$ cat config.mk
export PLATFORM = sky130hd
export DESIGN_NAME = mc_control_fsm
export DESIGN_NICKNAME = d
export VERILOG_FILES = /design/src/rtl/mc_control_fsm_pkg.sv /design/src/rtl/mc_control_fsm_alu_decoder.sv /design/src/rtl/mc_control_fsm.sv
export SDC_FILE = /design/constraint.sdc
export NUM_CORES = 1
export LEC_CHECK = 0
export BUFFER_PORTS_ARGS = -buffer_cell sky130_fd_sc_hd__buf_2
export CORE_MARGIN = 2
export CORE_UTILIZATION = 46
export DETAILED_ROUTE_END_ITERATION = 10
export HOLD_SLACK_MARGIN = 0.08
export PLACE_DENSITY = 0.78
export SETUP_SLACK_MARGIN = 0.15
export SYNTH_ARGS = -nofsm -noshare
export SYNTH_HDL_FRONTEND = slang
export SYNTH_HIERARCHICAL = 1
export SYNTH_SLANG_ARGS = --single-unit
$ cat constraint.sdc
create_clock -name clk -period 2.3 [get_ports clk]
set_clock_uncertainty 0.15 [all_clocks]
set_input_delay 0.46 -clock clk [delete_from_list [all_inputs] [get_ports clk]]
set_output_delay 0.46 -clock clk [all_outputs]
set_load 0.005 [all_outputs]
$ cat src/rtl/mc_control_fsm_pkg.sv
// Shared encodings for the multicycle controller: FSM states, opcodes, functs
// and ALU control values, reused by the ALU and datapath.
package mc_control_fsm_pkg;

    localparam int unsigned OP_W      = 6;
    localparam int unsigned ALU_CTL_W = 3;
    localparam int unsigned ALU_OP_W  = 2;

    typedef enum logic [3:0] {
        S_FETCH    = 4'd0,
        S_DECODE   = 4'd1,
        S_MEMADR   = 4'd2,
        S_MEMREAD  = 4'd3,
        S_MEMWB    = 4'd4,
        S_MEMWRITE = 4'd5,
        S_EXECUTE  = 4'd6,
        S_ALUWB    = 4'd7,
        S_BEQ      = 4'd8,
        S_ADDIEX   = 4'd9,
        S_ADDIWB   = 4'd10,
        S_JUMP     = 4'd11
    } state_t;

    localparam logic [OP_W-1:0] OP_RTYPE = 6'b000000;
    localparam logic [OP_W-1:0] OP_LW    = 6'b100011;
    localparam logic [OP_W-1:0] OP_SW    = 6'b101011;
    localparam logic [OP_W-1:0] OP_BEQ   = 6'b000100;
    localparam logic [OP_W-1:0] OP_ADDI  = 6'b001000;
    localparam logic [OP_W-1:0] OP_J     = 6'b000010;

    localparam logic [OP_W-1:0] FN_ADD = 6'b100000;
    localparam logic [OP_W-1:0] FN_SUB = 6'b100010;
    localparam logic [OP_W-1:0] FN_AND = 6'b100100;
    localparam logic [OP_W-1:0] FN_OR  = 6'b100101;
    localparam logic [OP_W-1:0] FN_SLT = 6'b101010;

    localparam logic [ALU_CTL_W-1:0] ALU_ADD = 3'b010;
    localparam logic [ALU_CTL_W-1:0] ALU_SUB = 3'b110;
    localparam logic [ALU_CTL_W-1:0] ALU_AND = 3'b000;
    localparam logic [ALU_CTL_W-1:0] ALU_OR  = 3'b001;
    localparam logic [ALU_CTL_W-1:0] ALU_SLT = 3'b111;

    localparam logic [ALU_OP_W-1:0] ALU_OP_ADD   = 2'b00;
    localparam logic [ALU_OP_W-1:0] ALU_OP_SUB   = 2'b01;
    localparam logic [ALU_OP_W-1:0] ALU_OP_FUNCT = 2'b10;

endpackage

$ cat src/rtl/mc_control_fsm_alu_decoder.sv
// ALU control generation: fixed add/sub for address and branch math,
// funct-driven for R-type; unknown functs fall back to add and are flagged.
module alu_decoder
    import mc_control_fsm_pkg::*;
(
    input  logic [ALU_OP_W-1:0]  alu_op,
    input  logic [OP_W-1:0]      funct,
    output logic [ALU_CTL_W-1:0] ALU_control,
    output logic                 funct_illegal
);

    always_comb begin
        ALU_control   = ALU_ADD;
        funct_illegal = 1'b0;
        case (alu_op)
            ALU_OP_SUB: ALU_control = ALU_SUB;
            ALU_OP_FUNCT: begin
                case (funct)
                    FN_ADD:  ALU_control = ALU_ADD;
                    FN_SUB:  ALU_control = ALU_SUB;
                    FN_AND:  ALU_control = ALU_AND;
                    FN_OR:   ALU_control = ALU_OR;
                    FN_SLT:  ALU_control = ALU_SLT;
                    default: funct_illegal = 1'b1;
                endcase
            end
            default: ALU_control = ALU_ADD;
        endcase
    end

endmodule

$ cat src/rtl/mc_control_fsm.sv
// Multicycle MIPS-subset main controller. Outputs decode from the current state;
// handshake-dependent enables follow mem_ready/zero in the same cycle.
module mc_control_fsm
    import mc_control_fsm_pkg::*;
(
    input  logic                 clk,
    input  logic                 reset_n,
    input  logic [OP_W-1:0]      opcode,
    input  logic [OP_W-1:0]      funct,
    input  logic                 zero,
    input  logic                 mem_ready,
    output logic [ALU_CTL_W-1:0] ALU_control,
    output logic                 alu_src_a,
    output logic [1:0]           alu_src_b,
    output logic                 iord,
    output logic                 ir_write,
    output logic                 mem_write,
    output logic                 reg_dst,
    output logic                 mem_to_reg,
    output logic                 reg_write,
    output logic [1:0]           pc_src,
    output logic                 pc_en,
    output logic                 illegal_op
);

    state_t                r_state;
    state_t                w_next_state;
    logic [ALU_OP_W-1:0]   w_alu_op;
    logic                  w_funct_illegal;
    logic                  w_ir_write;
    logic                  w_mem_write;
    logic                  w_reg_write;
    logic                  w_pc_en;
    logic                  w_illegal_op;

    alu_decoder u_alu_decoder (
        .alu_op        (w_alu_op),
        .funct         (funct),
        .ALU_control   (ALU_control),
        .funct_illegal (w_funct_illegal)
    );

    always_ff @(posedge clk or negedge reset_n) begin
        if (!reset_n) begin
            r_state <= S_FETCH;
        end else begin
            r_state <= w_next_state;
        end
    end

    always_comb begin
        w_next_state = r_state;
        w_alu_op     = ALU_OP_ADD;
        alu_src_a    = 1'b0;
        alu_src_b    = 2'b00;
        iord         = 1'b0;
        w_ir_write   = 1'b0;
        w_mem_write  = 1'b0;
        reg_dst      = 1'b0;
        mem_to_reg   = 1'b0;
        w_reg_write  = 1'b0;
        pc_src       = 2'b00;
        w_pc_en      = 1'b0;
        w_illegal_op = 1'b0;
        case (r_state)
            S_FETCH: begin
                alu_src_b = 2'b01;
                if (mem_ready) begin
                    w_ir_write   = 1'b1;
                    w_pc_en      = 1'b1;
                    w_next_state = S_DECODE;
                end
            end
            S_DECODE: begin
                alu_src_b = 2'b11;
                case (opcode)
                    OP_LW, OP_SW: w_next_state = S_MEMADR;
                    OP_RTYPE:     w_next_state = S_EXECUTE;
                    OP_BEQ:       w_next_state = S_BEQ;
                    OP_ADDI:      w_next_state = S_ADDIEX;
                    OP_J:         w_next_state = S_JUMP;
                    default: begin
                        w_illegal_op = 1'b1;
                        w_next_state = S_FETCH;
                    end
                endcase
            end
            S_MEMADR: begin
                alu_src_a    = 1'b1;
                alu_src_b    = 2'b10;
                w_next_state = (opcode == OP_LW) ? S_MEMREAD : S_MEMWRITE;
            end
            S_MEMREAD: begin
                iord = 1'b1;
                if (mem_ready) w_next_state = S_MEMWB;
            end
            S_MEMWRITE: begin
                iord        = 1'b1;
                w_mem_write = 1'b1;
                if (mem_ready) w_next_state = S_FETCH;
            end
            S_MEMWB: begin
                w_reg_write  = 1'b1;
                mem_to_reg   = 1'b1;
                w_next_state = S_FETCH;
            end
            // Unknown funct aborts the instruction before any register write.
            S_EXECUTE: begin
                alu_src_a = 1'b1;
                w_alu_op  = ALU_OP_FUNCT;
                if (w_funct_illegal) begin
                    w_illegal_op = 1'b1;
                    w_next_state = S_FETCH;
                end else begin
                    w_next_state = S_ALUWB;
                end
            end
            S_ALUWB: begin
                w_reg_write  = 1'b1;
                reg_dst      = 1'b1;
                w_next_state = S_FETCH;
            end
            S_BEQ: begin
                alu_src_a    = 1'b1;
                w_alu_op     = ALU_OP_SUB;
                pc_src       = 2'b01;
                w_pc_en      = zero;
                w_next_state = S_FETCH;
            end
            S_ADDIEX: begin
                alu_src_a    = 1'b1;
                alu_src_b    = 2'b10;
                w_next_state = S_ADDIWB;
            end
            S_ADDIWB: begin
                w_reg_write  = 1'b1;
                w_next_state = S_FETCH;
            end
            S_JUMP: begin
                pc_src       = 2'b10;
                w_pc_en      = 1'b1;
                w_next_state = S_FETCH;
            end
            default: w_next_state = S_FETCH;
        endcase
    end

    // Reset must kill every enable at once, even while FETCH sees mem_ready high.
    assign ir_write   = w_ir_write   & reset_n;
    assign mem_write  = w_mem_write  & reset_n;
    assign reg_write  = w_reg_write  & reset_n;
    assign pc_en      = w_pc_en      & reset_n;
    assign illegal_op = w_illegal_op & reset_n;

endmodule

# Yosys cells after proc, flatten, opt, wreduce, memory -nomap -nowiden
# Cells that the tools add are included.
[word_totals]
out_inout_bits = 16
reg_bits = 4
inputBits = 16
wordCells = 68
[classes]
bitwise = 5
n_mux = 26
n_eq_ne = 26
n_reduce_logical = 10
[op_table]
columns = ["op", "count"]
rows = [
  ["$eq 6x6->1 const B", 7],
  ["$pmux 4 s7", 1],
  ["$pmux 4 s5", 1],
  ["$eq 4x3->1 const B", 4],
  ["$eq 4x4->1 const B", 4],
  ["$mux 1", 12],
  ["$mux 4", 3],
  ["$pmux 3 s4", 1],
  ["$eq 4x2->1 const B", 2],
  ["$pmux 2 s2", 2],
  ["$eq 6x2->1 const B", 1],
  ["$eq 6x3->1 const B", 1],
  ["$eq 6x4->1 const B", 1],
  ["$logic_not 6->1", 1],
  ["$mux 3", 2],
  ["$ne 2x2->1 const B", 3],
  ["$pmux 2 s3", 1],
  ["$pmux 3 s2", 1],
  ["$reduce_or 2->1", 3],
  ["$reduce_or 6->1", 1],
  ["$and 1x1->1", 5],
  ["$reduce_or 5->1", 1],
  ["$eq 4x1->1 const B", 1],
  ["$logic_not 4->1", 1],
  ["other kinds (7)", 7],
]

# Logic depth before layout (Yosys ltp)
[depth]
depth_word = 7
mapped_depth = 11
ltp_nobuf = 10

# Hierarchy
# The synthesis kept the hierarchy.
[modules_own_cells]
columns = ["mod", "area_per_inst_um2", "seq_area_each_um2", "instances", "cells_per_inst"]
rows = [
  ["mc_control_fsm", 573.0, 100.1, 1, 83],
  ["alu_decoder", 148.9, 0.0, 1, 20],
]

# Least setup slack after synthesis
# OpenSTA, ideal clock, no wires.
[synth_path]
kind = "flip-flop to output port"
from = "register r_state[2]"
to = "output ALU_control[2]"
arrival_time_ns = 1.525
slack_ns = 0.165
required_ns = 1.690
path_buffers = 1
stages_incl_launch_ff = 9
cell_sequence = "dfrtp_1 > buf_6 > inv_1 > nand2_1 > nor3_1 > inv_1 > ha_1 > nor2b_1 > a32o_1"
[synth_via]
elab_chain_len = 4
word_cells_on_any_way = 6
[synth_rtl]
columns = ["item", "line", "rtl"]
rows = [
  ["from (decl)", "mc_control_fsm.sv:26", "state_t r_state;"],
  ["from (signal assigned)", "mc_control_fsm.sv:47", "r_state <= w_next_state;"],
  ["$eq 4x4->1 / $eq 4x3->1 (equally long branches)", "mc_control_fsm.sv:65", "case (r_state)"],
  ["$pmux 2 s2 (*)", "mc_control_fsm.sv:65", ""],
  ["named net w_alu_op[0]", "mc_control_fsm.sv:28", "logic [ALU_OP_W-1:0] w_alu_op;"],
  ["$eq 2x2->1 / $eq 2x1->1 (equally long branches)", "mc_control_fsm_alu_decoder.sv:15", "case (alu_op)"],
  ["$pmux 3 s2 (*)", "mc_control_fsm_alu_decoder.sv:15", ""],
  ["to (decl)", "mc_control_fsm.sv:12", "output logic [ALU_CTL_W-1:0] ALU_control,"],
]
# The timed path passes the listed nets; every way through them passes the cells marked *.

# Worst setup path after layout
[layout_path]
from = "register r_state[3]"
to = "output illegal_op"
[layout_via]
elab_chain_len = 7
word_cells_on_any_way = 9
[layout_rtl]
columns = ["item", "line", "rtl"]
rows = [
  ["$eq 4x4->1 / $eq 4x3->1 (equally long branches)", "mc_control_fsm.sv:65", ""],
  ["$pmux 2 s2 (*)", "mc_control_fsm.sv:65", ""],
  ["named net w_alu_op[1]", "mc_control_fsm.sv:28", ""],
  ["$eq 2x2->1 (*)", "mc_control_fsm_alu_decoder.sv:15", ""],
  ["$mux 1 (*)", "mc_control_fsm_alu_decoder.sv:15", ""],
  ["named net w_funct_illegal", "mc_control_fsm.sv:29", "logic w_funct_illegal;"],
  ["$mux 1 (*)", "mc_control_fsm.sv:111", "if (w_funct_illegal) begin"],
  ["$pmux 1 s2 (*)", "mc_control_fsm.sv:65", ""],
  ["$and 1x1->1 (*)", "mc_control_fsm.sv:153", "assign illegal_op = w_illegal_op & reset_n;"],
  ["to (decl)", "mc_control_fsm.sv:23", "output logic illegal_op"],
]
# Marked as above.

==> flow_metrics.py <==
metrics = {
    "worst_hold_path": {
        "hold_end": "r_state[1]",
        "hp-class": "in -> reg",
        "hold_depth": 4,
        "min_from": "opcode[4]",
    },
    "sta": {
        "worst_slack_ns": -0.0549,
        "slew_violations": 0,
        "slew_headroom": 0.790,
        "rsz0062_at_grt": "true",
        "hold_violations": 0,
        "clock.fmax_ghz": 0.425,
        "tightest_slew_ns": 0.312,
        "setup_violations": 4,
        "timing.final.crit_share": 1.02,
        "hold_slack_ns": 0.415,
        "fin_crit_ns": 2.35,
    },
    "finish": {
        "insertedDiodeCount": 0,
        "largest_reg_flops": 4,
        "regMostFlops": "r_state",
        "final_common_cell": "buf_2",
        "final_cell_area_um2": 1150,
        "area_delta_synth_final_pct": 58.8,
        "final_util": 0.770,
        "finalNonFillerCells": 168,
        "reg_top3": "r_state (4)",
        "post_route_cells_drive_above_1_share": 0.480,
        "fin_nets": 172,
        "layout_common_cells": "buf_2 (31), buf_4 (14), nor3_1 (8), nand2_1 (8), nor2_1 (6)",
    },
    "clock_tree": {
        "cts_tree": "yes",
        "clockBufferDepth": 2,
        "clk_pin_slew_ns": 0.04,
        "cts.sinks": 4,
        "numCtsBuffers": 3,
        "clock_latency_ns": 0.25,
        "htreeDepth": 1,
        "root_buffer": "clkbuf_4",
    },
    "placement": {
        "finalWeightedCongestion": 0.843,
        "dpl-instance-area_um2": 918,
        "io_buffers": 31,
        "dpl.hpwl_mm": 1.68,
        "dp_cells": 154,
    },
    "worst_setup_path": {
        "r2r-end": "r_state[2]",
        "required_ns": 1.69,
        "path_max_fanout": 4,
        "reg2reg_from": "r_state[3]",
        "arrival_ns": 1.74,
        "worst_r2r_path_depth": 9,
        "path_class": "reg -> out",
        "endpoint_kind": "output port",
        "rrSetupSlack_ns": 0.30,
        "startpoint_type": "flop",
    },
    "global_routing": {
        "grt.overflow.total": 0,
        "antenna_found_initial": 0,
        "grt_pass1_wl_mm": 4.07,
        "grtUsageTotal": 0.282,
        "grt_pass1_vias": 911,
        "grt_max_degree": 13,
    },
    "floorplanning": {
        "start_util": 0.485,
        "fp-row-count": 14,
        "die_w_um": 43.6,
        "die_h_um": 43.6,
        "die_area_um2": 1900,
        "core-area_um2": 1490,
        "io_pins": 32,
    },
    "yosys": {
        "ys_warn_count": 6,
        "ys_seq_area_frac": 0.139,
        "netlist_instances": 103,
        "syn_nets": 121,
        "synth_edf_count": 0,
        "synth_cell_types": 36,
        "syn_area_per_cell_um2": 7.01,
        "ys.flop_type": "dfrtp_1",
        "syn_area_um2": 722,
        "async_reset_ff_frac": 1.00,
        "synth.ff_latch_count": 4,
    },
    "power": {
        "clkPwrFrac": 0.141,
        "switching_power_w": 0.000302,
        "p_int_w": 0.000364,
        "power_frac_seq": 0.171,
        "p_leak_nw": 0.563,
        "power_frac_comb": 0.688,
        "swShare": 0.453,
        "worst_ir_drop_vdd_mv": 0.319,
        "power.density_nw_per_um2": 581,
    },
    "drt": {
        "ant_nets": 0,
        "drtIter0Drc": 18,
        "drc": 0,
        "wl_per_cell_um": 15.5,
        "dr.pass1.iters": 4,
        "via_per_inst": 6.17,
        "via_count": 1037,
        "routed_wl_mm": 2.61,
    },
    "outcome": {
        "violations": "setup timing",
        "status": "complete, but fails checks",
    },
    "run": {
        "maxCapViolations": 0,
    },
}
cell type report:
| class | count | area (µm²) |
|---|---|---|
| Inverter | 7 | 30.0 |
| Timing Repair Buffer | 50 | 324 |
| Multi-Input combinational cell | 88 | 647 |
| Clock buffer | 3 | 22.5 |
| Fill cell | 112 | 343 |
| Sequential cell | 4 | 103 |
| Tap cell | 16 | 20.0 |
how the worst max path moves through the flow:
stage	endpoint	from	cells after the start
final	illegal_op	r_state[3]	8
after global routing	illegal_op	r_state[3]	8
after CTS	ALU_control[2]	r_state[2]	8
after detailed placement	illegal_op	r_state[0]	8
after global placement	illegal_op	r_state[0]	8
after floorplan	ALU_control[2]	r_state[2]	8
metal layers:
| metal | global-route usage | part of all wire | vias to the layer above |
|---|---|---|---|
| met5 | 0 | 0 | - |
| met4 | 0.121 | 0.021 | 0 |
| met3 | 0.0333 | 0.060 | 10 |
| met2 | 0.462 | 0.50 | 57 |
| met1 | 0.372 | 0.42 | 485 |
| li1 | - | - | 485 |
kinds of logic (layout without fill, tap and decap cells):
kind of cell               count (synthesis)  after routing  synth area share
buffers and inverters                     11             60            0.0901
and+or+nand+nor                           53             53             0.414
adders and majority gates                  2              2            0.0347
xor gates and xnor gates                   3              3            0.0364
DFF                                        4              4             0.139
AOI/OAI and AO/OA                         27             27             0.244
muxes                                      3              3            0.0416
through the flow:
step	setup slack [ns]	TNS (ns)	power, W
floorplan	0.165	0	0.000339
global placement	0.130	0	0.000446
detailed placement	0.0644	0	0.000457
CTS	-0.0427	-0.0640	0.000591
global route	-0.135	-0.436	0.000707
finish	-0.0549	-0.112	0.000666
power groups by stage:
| stage | sequential [W] | clock [W] | combinational, W |
|---|---|---|---|
| 2_1_floorplan | 0.000101 | 0 | 0.000238 |
| 3_3_place_gp | 0.000101 | 0 | 0.000345 |
| 3_5_place_dp | 0.000102 | 0 | 0.000356 |
| 4_1_cts | 0.000104 | 0.0000962 | 0.000390 |
| 5_1_grt | 0.000116 | 0.000101 | 0.000490 |
| 6_report | 0.000114 | 0.0000941 | 0.000458 |
synth_stat cells (2+ instances only):
cell	count	area, µm²
a21oi_1	5	25.0
xor2_1	3	26.3
inv_1	7	26.3
buf_6	3	33.8
and4bb_1	2	25.0
nand3_1	2	10.0
nor3_1	10	50.1
ha_1	2	25.0
nor2b_1	2	12.5
o21ai_1	3	15.0
nor4_1	3	18.8
nand2_1	10	37.5
and3_1	3	18.8
a31oi_1	4	25.0
dfrtp_1	4	100
mux2i_1	3	30.0
nor2_1	11	41.3
nand2b_1	4	25.0
o21ai_0	5	25.0
timing repair:
item,CTS,global route
resized for setup,14,17
hold endpoints to repair,4,0
endpoints found under the setup margin,6,9
buffers inserted,8,2
pin swaps,8,4
hold buffers,1,0
critical path, stage by stage, from the launching register on:
cell and delay (ns):
dfrtp_1 0.43, nand2b_1 0.23, nor2_4 0.14, ha_4 0.16, inv_1 0.05, a31oi_2 0.18
nand3_1 0.09, o21ai_1 0.09, buf_2 0.13
Note: power is estimated with default switching activity, not from simulation.
